**src/rtl/sd_spi_pkg.sv**
```systemverilog
// sd_spi_pkg: command indices, R1 flags, tokens, OCR values and FSM states for the SD SPI responder
package sd_spi_pkg;
    localparam logic [5:0] CMD_GO_IDLE         = 6'd0;
    localparam logic [5:0] CMD_SEND_IF_COND    = 6'd8;
    localparam logic [5:0] CMD_SET_BLOCKLEN    = 6'd16;
    localparam logic [5:0] CMD_READ_SINGLE     = 6'd17;
    localparam logic [5:0] CMD_SD_SEND_OP_COND = 6'd41;
    localparam logic [5:0] CMD_APP             = 6'd55;
    localparam logic [5:0] CMD_READ_OCR        = 6'd58;

    localparam logic [7:0] R1_READY    = 8'h00;
    localparam logic [7:0] R1_IDLE     = 8'h01;
    localparam logic [7:0] R1_ILLEGAL  = 8'h04;
    localparam logic [7:0] R1_ADDR_ERR = 8'h20;

    localparam logic [7:0] TOKEN_START = 8'hFE;
    localparam logic [7:0] TOKEN_IDLE  = 8'hFF;

    localparam logic [31:0] OCR_READY = 32'hC0FF8000;
    localparam logic [31:0] OCR_BUSY  = 32'h40FF8000;

    typedef enum logic [2:0] {
        ST_IDLE,
        ST_CMD_RX,
        ST_NCR,
        ST_RESP,
        ST_RD_GAP,
        ST_RD_TOKEN,
        ST_RD_DATA,
        ST_RD_CRC
    } state_t;
endpackage

```
**src/rtl/sd_spi_responder_spi_slave_byte.sv**
```systemverilog
// spi_slave_byte: synchronised SPI mode-0 byte shifter; rx on SCLK rise, tx on SCLK fall
module spi_slave_byte
    import sd_spi_pkg::*;
(
    input  logic       clk,
    input  logic       rst_n,
    input  logic       cs_n,
    input  logic       sclk,
    input  logic       mosi,
    output logic       miso,
    output logic       selected,
    output logic [7:0] rx_byte,
    output logic       rx_valid,
    output logic       tx_req,
    input  logic [7:0] tx_byte
);
    logic [2:0] sclk_sy, cs_sy;
    logic [1:0] mosi_sy;
    logic [6:0] rx_shift;
    logic [7:0] tx_shift;
    logic [2:0] bit_cnt;
    logic       load, rise, fall;

    assign rise     = sclk_sy[1] & ~sclk_sy[2];
    assign fall     = ~sclk_sy[1] & sclk_sy[2];
    assign selected = ~cs_sy[1];
    assign miso     = tx_shift[7];
    assign tx_req   = rx_valid;

    // Deselect wins over any SCLK edge seen in the same cycle
    always_ff @(posedge clk or negedge rst_n) begin
        if (!rst_n) begin
            sclk_sy  <= '0;
            cs_sy    <= '1;
            mosi_sy  <= '1;
            rx_shift <= '0;
            tx_shift <= TOKEN_IDLE;
            bit_cnt  <= '0;
            load     <= 1'b0;
            rx_byte  <= '0;
            rx_valid <= 1'b0;
        end else begin
            sclk_sy  <= {sclk_sy[1:0], sclk};
            cs_sy    <= {cs_sy[1:0], cs_n};
            mosi_sy  <= {mosi_sy[0], mosi};
            rx_valid <= 1'b0;
            if (!selected) begin
                bit_cnt  <= '0;
                load     <= 1'b0;
                tx_shift <= TOKEN_IDLE;
            end else if (rise) begin
                rx_shift <= {rx_shift[5:0], mosi_sy[1]};
                bit_cnt  <= bit_cnt + 3'd1;
                if (bit_cnt == 3'd7) begin
                    rx_byte  <= {rx_shift, mosi_sy[1]};
                    rx_valid <= 1'b1;
                    load     <= 1'b1;
                end
            end else if (fall) begin
                tx_shift <= load ? tx_byte : {tx_shift[6:0], 1'b1};
                load     <= 1'b0;
            end
        end
    end
endmodule

```
**src/rtl/sd_spi_responder.sv**
```systemverilog
// sd_spi_responder: SPI-mode SDHC card model answering the init sequence and CMD17 block reads
module sd_spi_responder
    import sd_spi_pkg::*;
#(
    parameter int BLOCKS_W   = 10,
    parameter int INIT_POLLS = 1
) (
    input  logic                clk_clk,
    input  logic                reset_reset_n,
    input  logic                sd_spi_cs,
    input  logic                sd_spi_sclk,
    input  logic                sd_spi_mosi,
    output logic                sd_spi_miso,
    output logic [BLOCKS_W+8:0] mem_addr,
    output logic                mem_rd,
    input  logic [7:0]          mem_rdata,
    output logic                card_idle,
    output logic [5:0]          last_cmd
);
    state_t              state, state_d;
    logic                sel, rx_valid, tx_req;
    logic [7:0]          rx_byte, tx_byte;
    logic [5:0]          cmd_idx;
    logic [31:0]         arg;
    logic [8:0]          cnt;
    logic [39:0]         resp;
    logic                resp_rd, mem_rd_q, app;
    logic [BLOCKS_W-1:0] blk;
    logic [7:0]          poll_cnt;
    logic [7:0]          ex_r1;
    logic [31:0]         ex_data;
    logic [8:0]          ex_len;
    logic                ex_rd, acmd41, polling, blk_ok;

    spi_slave_byte u_spi (
        .clk      (clk_clk),
        .rst_n    (reset_reset_n),
        .cs_n     (sd_spi_cs),
        .sclk     (sd_spi_sclk),
        .mosi     (sd_spi_mosi),
        .miso     (sd_spi_miso),
        .selected (sel),
        .rx_byte  (rx_byte),
        .rx_valid (rx_valid),
        .tx_req   (tx_req),
        .tx_byte  (tx_byte)
    );

    assign acmd41  = cmd_idx == CMD_SD_SEND_OP_COND && app;
    assign polling = int'(poll_cnt) < INIT_POLLS;
    assign blk_ok  = (arg >> BLOCKS_W) == 32'd0;

    // Response of the command whose CRC byte is completing; ex_len counts bytes after R1
    always_comb begin
        ex_r1   = R1_ILLEGAL | {7'd0, card_idle};
        ex_data = '1;
        ex_len  = 9'd0;
        ex_rd   = 1'b0;
        case (cmd_idx)
            CMD_GO_IDLE: ex_r1 = R1_IDLE;
            CMD_SEND_IF_COND: begin
                ex_r1   = {7'd0, card_idle};
                ex_data = {24'h000001, arg[7:0]};
                ex_len  = 9'd4;
            end
            CMD_APP: ex_r1 = {7'd0, card_idle};
            CMD_SD_SEND_OP_COND: if (app) ex_r1 = polling ? R1_IDLE : R1_READY;
            CMD_READ_OCR: begin
                ex_r1   = {7'd0, card_idle};
                ex_data = card_idle ? OCR_BUSY : OCR_READY;
                ex_len  = 9'd4;
            end
            CMD_READ_SINGLE: begin
                ex_r1 = card_idle ? (R1_ILLEGAL | R1_IDLE) : blk_ok ? R1_READY : R1_ADDR_ERR;
                ex_rd = !card_idle && blk_ok;
            end
            default: ;
        endcase
    end

    always_ff @(posedge clk_clk or negedge reset_reset_n) begin
        if (!reset_reset_n) state <= ST_IDLE;
        else state <= state_d;
    end

    // State names the slot being transmitted; transitions happen at byte boundaries
    always_comb begin
        state_d = state;
        if (!sel) state_d = ST_IDLE;
        else if (tx_req) begin
            case (state)
                ST_IDLE:     state_d = (rx_valid && rx_byte[7:6] == 2'b01) ? ST_CMD_RX : ST_IDLE;
                ST_CMD_RX:   state_d = cnt == 9'd4 ? ST_NCR : ST_CMD_RX;
                ST_NCR:      state_d = ST_RESP;
                ST_RESP:     state_d = cnt != 9'd0 ? ST_RESP : resp_rd ? ST_RD_GAP : ST_IDLE;
                ST_RD_GAP:   state_d = ST_RD_TOKEN;
                ST_RD_TOKEN: state_d = ST_RD_DATA;
                ST_RD_DATA:  state_d = cnt == 9'd511 ? ST_RD_CRC : ST_RD_DATA;
                ST_RD_CRC:   state_d = cnt == 9'd1 ? ST_IDLE : ST_RD_CRC;
                default:     state_d = ST_IDLE;
            endcase
        end
    end

    always_comb begin
        mem_rd   = sel && tx_req && (state == ST_RD_TOKEN || (state == ST_RD_DATA && cnt != 9'd511));
        mem_addr = {blk, state == ST_RD_DATA ? cnt + 9'd1 : 9'd0};
    end

    always_ff @(posedge clk_clk or negedge reset_reset_n) begin
        if (!reset_reset_n) begin
            tx_byte   <= TOKEN_IDLE;
            cmd_idx   <= '0;
            arg       <= '0;
            cnt       <= '0;
            resp      <= '1;
            resp_rd   <= 1'b0;
            blk       <= '0;
            mem_rd_q  <= 1'b0;
            card_idle <= 1'b1;
            poll_cnt  <= '0;
            app       <= 1'b0;
            last_cmd  <= '0;
        end else begin
            mem_rd_q <= mem_rd;
            if (!sel) tx_byte <= TOKEN_IDLE;
            else if (mem_rd_q) tx_byte <= mem_rdata;
            else if (tx_req) begin
                tx_byte <= TOKEN_IDLE;
                cnt     <= cnt + 9'd1;
                case (state)
                    ST_IDLE: begin
                        cmd_idx <= rx_byte[5:0];
                        cnt     <= '0;
                    end
                    ST_CMD_RX: begin
                        if (cnt != 9'd4) arg <= {arg[23:0], rx_byte};
                        else begin
                            last_cmd <= cmd_idx;
                            resp     <= {ex_r1, ex_data};
                            resp_rd  <= ex_rd;
                            cnt      <= ex_len;
                            app      <= cmd_idx == CMD_APP;
                            if (ex_rd) blk <= arg[BLOCKS_W-1:0];
                            if (cmd_idx == CMD_GO_IDLE) begin
                                card_idle <= 1'b1;
                                poll_cnt  <= '0;
                            end else if (acmd41 && polling) poll_cnt <= poll_cnt + 8'd1;
                            else if (acmd41) card_idle <= 1'b0;
                        end
                    end
                    ST_NCR: begin
                        tx_byte <= resp[39:32];
                        resp    <= {resp[31:0], TOKEN_IDLE};
                        cnt     <= cnt;
                    end
                    ST_RESP: begin
                        if (cnt != 9'd0) begin
                            tx_byte <= resp[39:32];
                            resp    <= {resp[31:0], TOKEN_IDLE};
                            cnt     <= cnt - 9'd1;
                        end
                    end
                    ST_RD_GAP: begin
                        tx_byte <= TOKEN_START;
                        cnt     <= '0;
                    end
                    ST_RD_TOKEN: cnt <= '0;
                    default: ;
                endcase
            end
        end
    end
endmodule
```
**config.mk**
```make
export PLATFORM = sky130hd
export DESIGN_NAME = sd_spi_responder
export DESIGN_NICKNAME = d
export VERILOG_FILES = /design/src/rtl/sd_spi_pkg.sv /design/src/rtl/sd_spi_responder_spi_slave_byte.sv /design/src/rtl/sd_spi_responder.sv
export SDC_FILE = /design/constraint.sdc
export NUM_CORES = 1
export LEC_CHECK = 0
export CORE_MARGIN = 5
export CORE_UTILIZATION = 41
export CTS_CLUSTER_DIAMETER = 30
export DETAILED_ROUTE_END_ITERATION = 8
export GPL_TIMING_DRIVEN = 0
export SYNTH_ARGS = -nofsm -noshare
export SYNTH_HDL_FRONTEND = slang
export SYNTH_SLANG_ARGS = --single-unit
```
**constraint.sdc**
```tcl
create_clock -name clk_clk -period 4.2 [get_ports clk_clk]
set_input_delay 1.26 -clock clk_clk [delete_from_list [all_inputs] [get_ports clk_clk]]
set_output_delay 1.26 -clock clk_clk [all_outputs]
set_load 0.01 [all_outputs]
```
==> impl_results.md, run 1 <==
- Synth Area in Compound Gates: 12.8%
- Final WS setup: 0.260 ns
- Endpoint type of the worst setup path: output pin
- Most common cell in the netlist: dfrtp_1
- Post-synthesis net count: 742
- Vias: 5594
- Detailed Place HPWL: 12400 um
- Fill cells: 1704
- Critical path required time: 2.94 ns
- Max VDD drop: 0.289 mV
- Xor/xnor share of the synthesized area: 0.781%
- Fin Setup TNS: 0 ns
- Worst EP arrival: 2.68 ns
- WS Path Type: reg2out
- Gp weighted congestion: 0.841
- Pre-CTS setup slack: 0.533 ns
- Distinct cells, synth: 74
- Top_reg_cell synth: dfrtp_1
- Post-DP Area: 0.00857 sq mm
- CTS Buf Count: 17
- Synthesized area: 0.00785 sq mm
- CP startpoint kind: register
- Clock root buffer: clkbuf_16
- Die Wd: 148 um
- Mean Syn Cell Area: 10.9 sq um
- Share of the synthesized area in the top cell type: 31.9%
- Maxcap violations: 0
- Final Setup Violations: 0
- Relative slew slack: 43.6%
- Worst-Skew Late Latency: 0.43 ns
- FF+latch count, synth: 161
- Final worst path period need: 3.94 ns
- Cells after synthesis: 718
- RSZ-0062 raised after global routing: false
- Clk buf depth: 2
- CP max FO: 7
- Total congestion overflow: 0
- Tot GR Track Use: 16.9%
- Chip Height: 148 um
- Hold WS: 0.356 ns
- Clock slew at reported path FFs: 0.07 ns
- Vias in the first global route: 5751
- Via-per-instance ratio: 5.46
- Row cnt: 50
- CORE AREA: 0.0188 sq mm
- Initial antenna violation count: 0
- Worst-margin pin slew: 0.846 ns
- Clock sinks: 161
- Detailed Route WL: 17800 um
- Fin area: 0.00922 sq mm
- Top cells by count, synth: dfrtp_1 (100), nand2_1 (97), o21ai_0 (81), dfstp_2 (61), nor2_1 (42)
- Wire length per cell: 17.3 um
- Largest net degree at the start of global routing: 93
- Pins Over Slew Limit: 0
- Leading area contributor after synthesis: dfrtp_1
- DR DRC count: 0
- CTS H-Tree Depth: 4
- Worst min path class: reg2reg
- Main combinational cell family by area after synthesis: simple AND/OR/NAND/NOR gates
- Area of the multi-input gates: 0.00346 sq mm
- Top cells by area, synth: dfrtp_1 (32%), dfstp_2 (20%), mux2_4 (7.5%)
- CTS tree: built
- Final hold vios: 0
- Share of layout cells above drive strength 1: 26.2%
- Yosys synthesis warning count: 0
- # nets final: 802
- Synth Area in Adders: 1.75%
- Antenna Violating Nets Remaining: 0
- Register Area: 0.00411 sq mm
- Leak: 3.93 nW
- Antenna Cells: 0
- DR pass1 iterations: 4
- Synth-to-layout area growth: 17.4%
- Initial DRC count: 307
- Max Freq: 254 MHz
- Initial Utilization: 41.8%
- Post-synth EDFFs: 0
- Post-CTS setup repair buffer count: 0
- Register area share after synthesis: 52.3%
- Final clock skew: 0.0105 ns
- Die area: 0.0220 sq mm
- Post-Synth Simple-Gate Area: 16.3%
- I/O pin count: 41
- Ys async rst share: 100%
- Port Buf Inserts: 40
- First-pass GRT wire length: 30000 um
- Fin crit share: 93.8%
- Status: finished, final reports clean
- Multiplexer share of the synthesized area: 12.3%
- Pwr Density: 369 mW/mm^2
==> final timing paths <==
path | from | endpoint | slack (ns) | cells after the start
max reg2reg | u_spi.sclk_sy[2]$_DFF_PN0_ | u_spi.rx_byte[4]$_DFFE_PN0P_ | 1.77 | 7
min in group asynchronous | reset_reset_n | u_spi.load$_DFFE_PN0P_ | 0.92 | 1
max | cnt[0]$_DFFE_PN0P_ | mem_rd | 0.26 | 9
min | u_spi.cs_sy[0]$_DFF_PN1_ | u_spi.cs_sy[1]$_DFF_PN1_ | 0.36 | 0
max in group asynchronous | reset_reset_n | resp[4]$_DFFE_PN1P_ | 2.39 | 2
min reg2reg | u_spi.cs_sy[0]$_DFF_PN1_ | u_spi.cs_sy[1]$_DFF_PN1_ | 0.36 | 0
==> through the flow <==
step	cells	util, %	power [mW]
6_report	1025	49.1	3.40
5_1_grt	1025	49.1	3.52
3_3_place_gp	992	45.5	1.73
4_1_cts	1025	49.1	3.44
2_1_floorplan	718	-	1.68
3_5_place_dp	993	45.7	1.74
==> metal layers <==
metal | GRT usage, % | vias to the layer above | wire (um)
met5 | 0 | - | 0
met2 | 27.7 | 118 | 8610
met1 | 23.0 | 2774 | 8250
met3 | 3.32 | 24 | 630
met4 | 4.99 | 0 | 284
li1 | - | 2678 | -
==> registers in the layout, summed over array words and instances, names as in the netlist <==
register        cells
mem_rd_q            1
arg                32
resp_rd             1
u_spi.cs_sy         2
u_spi.tx_shift      8
u_spi.bit_cnt       3
app                 1
poll_cnt            8
blk                10
cnt                 9
cmd_idx             6
u_spi.rx_valid      1
tx_byte             8
u_spi.rx_shift      7
u_spi.load          1
u_spi.mosi_sy       2
resp               40
card_idle           1
last_cmd            6
u_spi.rx_byte       8
u_spi.sclk_sy       3
state               3
==> worst max-delay path, cell delays in order, from the launching register on <==
cell             delay [ns]
dfrtp_1                0.45
ha_2                   0.26
nand3_2                0.15
nor2_1                 0.09
and3_1                 0.19
ha_1                   0.20
nor3_1                 0.14
a21oi_1                0.06
nor2_1                 0.16
clkdlybuf4s50_1        0.56
==> cell usage in the layout, fill, tap and decap left out, drive strengths merged, types with 7 or more instances in the layout <==
cell type / netlist / final
a211o: 9 / 9
a21oi: 27 / 27
buf: 23 / 25
clkbuf: 22 / 41
clkdlybuf4s50: 0 / 39
dfrtp: 100 / 100
dfstp: 61 / 61
ha: 11 / 11
inv: 14 / 20
mux2: 63 / 63
mux2i: 11 / 11
nand2: 98 / 98
nand2b: 10 / 10
nand3: 11 / 11
nor2: 46 / 46
nor2b: 14 / 14
nor3: 12 / 12
nor4: 9 / 9
o211ai: 11 / 11
o21ai: 86 / 86
or4: 7 / 7
==> power by group <==
part | internal, mW | switching, mW
Sequential | 1.59 | 0.0228
Combinational | 0.0446 | 0.0527
Clock | 1.02 | 0.659
==> area by class of cell <==
type                            instances  share of cell area [%]
Clock buffer                           19                    4.81
Timing Repair Buffer                   41                    4.66
Sequential cell                       161                    44.5
Tap cell                              234                    3.18
Multi-Input combinational cell        498                    37.5
Buffer                                 45                    2.63
Inverter                               14                   0.570
Clock inverter                         13                    2.12
==> logic make-up after synthesis <==
logic type | count (synthesis)
AND/OR/NAND/NOR | 241
AO/OA/AOI/OAI | 165
flip-flops | 161
multiplexers | 74
buffers and inverters | 59
adder cells (fa/ha/maj) | 11
XOR/XNOR | 7
==> what timing repair did <==
item                       in CTS  in global routing
setup endpoints to repair       0                  1
hold buffers                    0                  0
gates resized for setup         0                  2
Power figures use the tool's default switching activity.
==> run 2: changes to the inputs <==
CORE_MARGIN = not set   (was 5)
CORE_UTILIZATION = 30   (was 41)
SYNTH_HIERARCHICAL = 1   (was not set)
==> impl_results.md, run 2 <==
- RSZ-0062 raised after global routing: false (unchanged)
- Clock slew at reported path FFs: 0.06 ns (was 0.07 ns)
- Port Buf Inserts: 40 (unchanged)
- Yosys synthesis warning count: 6 (was 0)
- Relative slew slack: 33.1% (was 43.6%)
- Ys async rst share: 100% (unchanged)
- Worst EP arrival: 2.70 ns (was 2.68 ns)
- Worst-margin pin slew: 0.994 ns (was 0.846 ns)
- Initial Utilization: 30.6% (was 41.8%)
- Largest net degree at the start of global routing: 100 (was 93)
- Inst Count DP: 1068 (was 993)
- WS Path Type: reg2out (unchanged)
- Commonest non-fill, non-tap cell in the layout: dfrtp_1 (unchanged)
- DR pass1 iterations: 4 (unchanged)
- Hold path cells: 0 (unchanged)
- CP max FO: 10 (was 7)
- Fill cells: 2585 (was 1704)
- Die area: 0.0262 sq mm (was 0.0220 sq mm)
- DR DRC count: 0 (unchanged)
- Top cells by count, synth: dfrtp_1 (100), dfstp_2 (61), nor2_1 (53), mux2_2 (48), o21ai_0 (45) (was dfrtp_1 (100), nand2_1 (97), o21ai_0 (81), dfstp_2 (61), nor2_1 (42))
- Post-CTS setup repair buffer count: 0 (unchanged)
- Final clock skew: 0.0146 ns (was 0.0105 ns)
- Mean Syn Cell Area: 11.0 sq um (was 10.9 sq um)
- Leading area contributor after synthesis: dfrtp_1 (unchanged)
- Initial DRC count: 263 (was 307)
- Synthesized area: 0.00767 sq mm (was 0.00785 sq mm)
- Initial antenna violation count: 0 (unchanged)
- Worst-Skew Late Latency: 0.44 ns (was 0.43 ns)
- Detailed Place HPWL: 11700 um (was 12400 um)
- Register area share after synthesis: 53.5% (was 52.3%)
- Maxcap violations: 0 (unchanged)
- Max Freq: 253 MHz (was 254 MHz)
- I/O pin count: 41 (unchanged)
- Hold buffers post-CTS: 0 (unchanged)
- Post-route insts no fill: 1099 (was 1025)
- Final worst path period need: 3.96 ns (was 3.94 ns)
- Tot GR Track Use: 13.7% (was 16.9%)
- Top cells by area, synth: dfrtp_1 (33%), dfstp_2 (21%), mux2_2 (7.0%) (was dfrtp_1 (32%), dfstp_2 (20%), mux2_4 (7.5%))
- Pins Over Slew Limit: 0 (unchanged)
- Antenna Cells: 0 (unchanged)
- Reg2Reg Depth: 9 (was 7)
- Leak: 3.84 nW (was 3.93 nW)
- Resized Gates After CTS: 1 (was 0)
- Total congestion overflow: 0 (unchanged)
- Min-Delay Endpoint: u_spi/sclk_sy[1]$_DFF_PN0_ (was u_spi.cs_sy[1]$_DFF_PN1_)
- Most common cell in the netlist: dfrtp_1 (unchanged)
- R2r endpoint: blk[7]$_DFFE_PN0P_ (was u_spi.rx_byte[4]$_DFFE_PN0P_)
- CTS Buf Count: 17 (unchanged)
- Distinct cells, synth: 74 (unchanged)
- CP startpoint kind: register (unchanged)
- Antenna Violating Nets Remaining: 0 (unchanged)
- Endpoint type of the worst setup path: output pin (unchanged)
- Status: finished, final reports clean (unchanged)
- Vias: 5374 (was 5594)
- Biggest register: resp (unchanged)
- Final hold vios: 0 (unchanged)
- Final Util: 36.3% (was 49.1%)
- Post-synth EDFFs: 0 (unchanged)
- Top_reg_cell synth: dfrtp_1 (unchanged)
- Chip Height: 162 um (was 148 um)
- CORE AREA: 0.0251 sq mm (was 0.0188 sq mm)
- Wire length per cell: 15.3 um (was 17.3 um)
- Share of the synthesized area in the top cell type: 32.6% (was 31.9%)
- Clock sinks: 161 (unchanged)
- First-pass GRT wire length: 28400 um (was 30000 um)
- Biggest regs: resp x40, arg x32, blk x10 (unchanged)
- Row cnt: 58 (was 50)
- Max reg flops: 40 (unchanged)
- # nets final: 779 (was 802)
- Via-per-instance ratio: 4.89 (was 5.46)
- CTS H-Tree Depth: 4 (unchanged)
- Share of layout cells above drive strength 1: 25.2% (was 26.2%)
- Critical path required time: 2.94 ns (about the same)
- Clock root buffer: clkbuf_16 (unchanged)
- Pwr Density: 359 mW/mm^2 (was 369 mW/mm^2)
- Fin crit share: 94.2% (was 93.8%)
- Worst min path class: reg2reg (unchanged)
- Max VDD drop: 0.272 mV (was 0.289 mV)
- Highest-count cells in the layout ignoring fill and taps: dfrtp_1 (100), dfstp_2 (61), nor2_1 (53) (was dfrtp_1 (100), nand2_1 (97), o21ai_0 (81))
- Vias in the first global route: 5528 (was 5751)
- Die Wd: 162 um (was 148 um)
- Synth-to-layout area growth: 18.8% (was 17.4%)
- Gp weighted congestion: 0.881 (was 0.841)
- FF+latch count, synth: 161 (unchanged)
- Cells after synthesis: 697 (was 718)
- CTS tree: built (unchanged)
- Detailed Route WL: 16800 um (was 17800 um)
- Clk buf depth: 2 (unchanged)
- Final Setup Violations: 0 (unchanged)
- Hold WS: 0.351 ns (was 0.356 ns)
- Post-synthesis net count: 719 (was 742)
- R2R Path Start: cnt[0]$_DFFE_PN0P_ (was u_spi.sclk_sy[2]$_DFF_PN0_)
- R2R Setup Slk: 1.39 ns (was 1.77 ns)
- Hold path start: u_spi/sclk_sy[0]$_DFF_PN0_ (was u_spi.cs_sy[0]$_DFF_PN1_)
## run 2: changes by cell type in the layout (fill, tap and decap cells not counted), moves of 7 or more
cell       delta
mux2_2       +25
inv_1        +28
a2bb2oi_1     +8
a21oi_1      +15
nand2_1      -55
nor2b_1       -7
mux2_4       -22
o211ai_1     +13
nor2_1       +11
a211o_1       -9
o21ai_0      -36
## run 2: logic make-up after synthesis
group | Yosys count | synth area share [%]
and+or+nand+nor | 195 | 14.0
AOI/OAI and AO/OA | 165 | 13.8
DFF | 161 | 53.5
buffers and inverters | 87 | 4.92
muxes | 74 | 11.5
adders and majority gates | 9 | 1.47
xor gates and xnor gates | 6 | 0.685
## run 2: worst max-delay path by stage
stage,from,endpoint,cells past startpoint
2_1_floorplan,cnt[1]$_DFFE_PN0P_,mem_rd,7
3_3_place_gp,reset_reset_n,cnt[5]$_DFFE_PN0P_,1
3_5_place_dp,cnt[1]$_DFFE_PN0P_,mem_rd,8
4_1_cts,state[2]$_DFFE_PN0P_,mem_addr[2],6
5_1_grt,state[2]$_DFFE_PN0P_,mem_addr[2],6
6_report,state[2]$_DFFE_PN0P_,mem_addr[2],6
## run 2: per-layer routing
| layer | vias to the layer above | GRT usage (%) | share of wire (%) | routed length, um |
|---|---|---|---|---|
| met5 | - | 0 | 0 | 0 |
| met4 | 0 | 5.92 | 1.5 | 250 |
| met3 | 22 | 2.43 | 3.1 | 524 |
| met2 | 83 | 22.1 | 48 | 8100 |
| met1 | 2648 | 17.9 | 47 | 7880 |
| li1 | 2621 | - | - | - |
## run 2: layout make-up
class / count / area, sq um / area share, %
clock buffer: 18 / 439 / 4.82
buffer: 45 / 220 / 2.42
tap: 330 / 413 / 4.53
timing repair buffer: 41 / 432 / 4.74
sequential: 161 / 4110 / 45.0
inverter: 42 / 158 / 1.73
clock inverter: 13 / 158 / 1.73
multi-input combinational: 449 / 3190 / 35.0
## run 2: where the power goes
part | switching, mW | internal [mW]
logic | 0.0472 | 0.0405
registers | 0.0229 | 1.59
clock network | 0.709 | 0.867
total | 0.779 | 2.49
## run 2: stage by stage
stage / worst slack (ns) / total power [mW] / TNS (ns) / area [sq um]
floorplan: 1.17 / 1.67 / 0 / 7670
global placement: -4.78 / 1.72 / -641.31 / 8490
detailed placement: 0.428 / 1.73 / 0 / 8520
CTS: 0.218 / 3.32 / 0 / 9110
global route: 0.0554 / 3.39 / 0 / 9110
finish: 0.242 / 3.27 / 0 / 9110
## run 2: critical path, cell delays in order, from the launching register on
cell	delay, ns
dfrtp_1	0.46
clkbuf_1	0.36
nand2_1	0.15
or2_2	0.29
clkbuf_1	0.25
nor2_1	0.21
clkdlybuf4s50_1	0.56
==> run 3: changes to the inputs <==
CTS_CLUSTER_SIZE = 40   (was not set)
==> results of run 3 <==
No change in the layout: final DEF, timing and power equal those of run 2.
==> variant: new RTL, flow settings as in run 1 <==
Add an input register stage for `sd_spi_cs`, `sd_spi_mosi` and `mem_rdata`, with the module's reset; this delays them by one clock.
--- a/src/rtl/sd_spi_responder.sv
+++ b/src/rtl/sd_spi_responder.sv
@@ -18,4 +18,21 @@
     output logic [5:0]          last_cmd
 );
+
+    logic sd_spi_cs_q;
+    logic sd_spi_mosi_q;
+    logic [7:0] mem_rdata_q;
+
+    always_ff @(posedge clk_clk or negedge reset_reset_n) begin
+        if (!reset_reset_n) begin
+            sd_spi_cs_q   <= '0;
+            sd_spi_mosi_q <= '0;
+            mem_rdata_q   <= '0;
+        end else begin
+            sd_spi_cs_q   <= sd_spi_cs;
+            sd_spi_mosi_q <= sd_spi_mosi;
+            mem_rdata_q   <= mem_rdata;
+        end
+    end
+
     state_t              state, state_d;
     logic                sel, rx_valid, tx_req;
@@ -36,7 +53,7 @@
         .clk      (clk_clk),
         .rst_n    (reset_reset_n),
-        .cs_n     (sd_spi_cs),
+        .cs_n     (sd_spi_cs_q),
         .sclk     (sd_spi_sclk),
-        .mosi     (sd_spi_mosi),
+        .mosi     (sd_spi_mosi_q),
         .miso     (sd_spi_miso),
         .selected (sel),
@@ -125,5 +142,5 @@
             mem_rd_q <= mem_rd;
             if (!sel) tx_byte <= TOKEN_IDLE;
-            else if (mem_rd_q) tx_byte <= mem_rdata;
+            else if (mem_rd_q) tx_byte <= mem_rdata_q;
             else if (tx_req) begin
                 tx_byte <= TOKEN_IDLE;
Check against the original RTL: no difference found for any inputs over 4 cycles, from zero or initial values and one cycle with reset_reset_n low; that may be too few to reach the edited logic, so the function may still have changed.
==> variant against run 1 <==
  * Worst hold slack worse by 0.0077 ns
  * Final area is 1.3% lower
  * Wire length shrank 3.6%
  * Sequential cell count up 10
  * Via count fell by 1.7%
  * Synthesized area decreased by 0.80%
  * Worst setup slack worse by 0.058 ns
  * Cell count down 1.4%
  * Total power down 1.1%
  * Die area fell by 0.74%
  * Critical path type unchanged
  * Highest routed layer unchanged
==> variant: results (changes against run 1) <==
| Metric | Value |
|---|---|
| Final hold slack | `0.348 ns (was 0.356 ns)` |
| GRT Util Overall | `0.164 (was 0.169)` |
| Cell count after placement | `979 (was 993)` |
| Area grow syn2layout | `16.8% (was 17.4%)` |
| Hold Startpoint | `u_spi.sclk_sy[0]$_DFF_PN0_ (was u_spi.cs_sy[0]$_DFF_PN1_)` |
| Drt pass-1 iters | `5 (was 4)` |
| Register area | `4360 µm² (was 4110 µm²)` |
| Place WS | `0.301 ns (was 0.533 ns)` |
| Commonest cells in the netlist | `dfrtp_1, o21ai_0, dfstp_2, nand2_1, nor2_1 (was dfrtp_1, nand2_1, o21ai_0, dfstp_2, nor2_1)` |
| Synth cell types | `61 (was 74)` |
| Worst setup startpoint | `cnt[2]$_DFFE_PN0P_ (was cnt[0]$_DFFE_PN0P_)` |
| Crit path time final | `4.00 ns (was 3.94 ns)` |
| Wire per inst | `17.0 µm (was 17.3 µm)` |
| Critical Path Sink | `mem_addr[8] (was mem_rd)` |
| Gate Count Post-Synth | `704 (was 718)` |
| Status | `complete, no violations (unchanged)` |
| Area of the multi-input gates | `3140 µm² (was 3460 µm²)` |
| Area after DPL | `8510 µm² (was 8570 µm²)` |
| Psw | `0.783 mW (was 0.735 mW)` |
| Layout cells sized above 1 | `0.196 (was 0.262)` |
| Final net count | `787 (was 802)` |
| Worst r2r dst | `blk[2]$_DFFE_PN0P_ (was u_spi.rx_byte[4]$_DFFE_PN0P_)` |
| Crit Path Max Fanout | `10 (was 7)` |
| Buffering overhead | `0.0706 (was 0.0729)` |
| R2R cell count | `5 (was 7)` |
| Post-DP HPWL | `12.1 mm (was 12.4 mm)` |
| Register area share after synthesis | `0.559 (was 0.523)` |
| Largest net degree at the start of global routing | `103 (was 93)` |
| Multi-Input Combinational | `463 (was 498)` |
| Flip-flop and latch count | `171 (was 161)` |
| WL final | `17.1 mm (was 17.8 mm)` |
| Flop pwr share | `0.512 (was 0.476)` |
| Flop2flop setup slack | `1.33 ns (was 1.77 ns)` |
| FILL cells | `1,735 (was 1,704)` |
| Worst Skew | `0.00898 ns (was 0.0105 ns)` |
| Met3 WL | `677 µm (was 630 µm)` |
| Leakage | `3.92 nW (was 3.93 nW)` |
| Maximum vdd ir drop | `0.272 mV (was 0.289 mV)` |
| Met1 WL | `7.90 mm (was 8.25 mm)` |
| First-pass GRT wire length | `29.1 mm (was 30.0 mm)` |
| ClkCell Share | `0.0635 (was 0.0692)` |
variant: critical path, stage by stage (launching register included):
cell and delay (ns):
dfrtp_1 0.45, clkbuf_1 0.38, and3_1 0.27, nand3_1 0.18, nor2_1 0.19, ha_1 0.25
inv_1 0.07, nor2_1 0.04, clkdlybuf4s50_1 0.49
variant: kinds of logic after synthesis:
logic type | after synthesis | synth area share
and+or+nand+nor | 200 | 0.136
DFF | 171 | 0.559
AOI/OAI and AO/OA | 167 | 0.125
muxes | 79 | 0.117
buffers and inverters | 70 | 0.0389
adders and majority gates | 10 | 0.0161
xor gates and xnor gates | 7 | 0.00787
variant: timing repair:
action,4_1_cts,5_1_grt
gates resized for setup,2,1
pin swaps,0,0
endpoints found under the setup margin,1,1
variant: per-layer routing:
| metal | GRT usage | vias to the layer above |
|---|---|---|
| met3 | 0.0429 | 16 |
| met2 | 0.268 | 105 |
| met4 | 0.0388 | 0 |
| met1 | 0.220 | 2761 |
| li1 | - | 2618 |
| met5 | 0 | - |
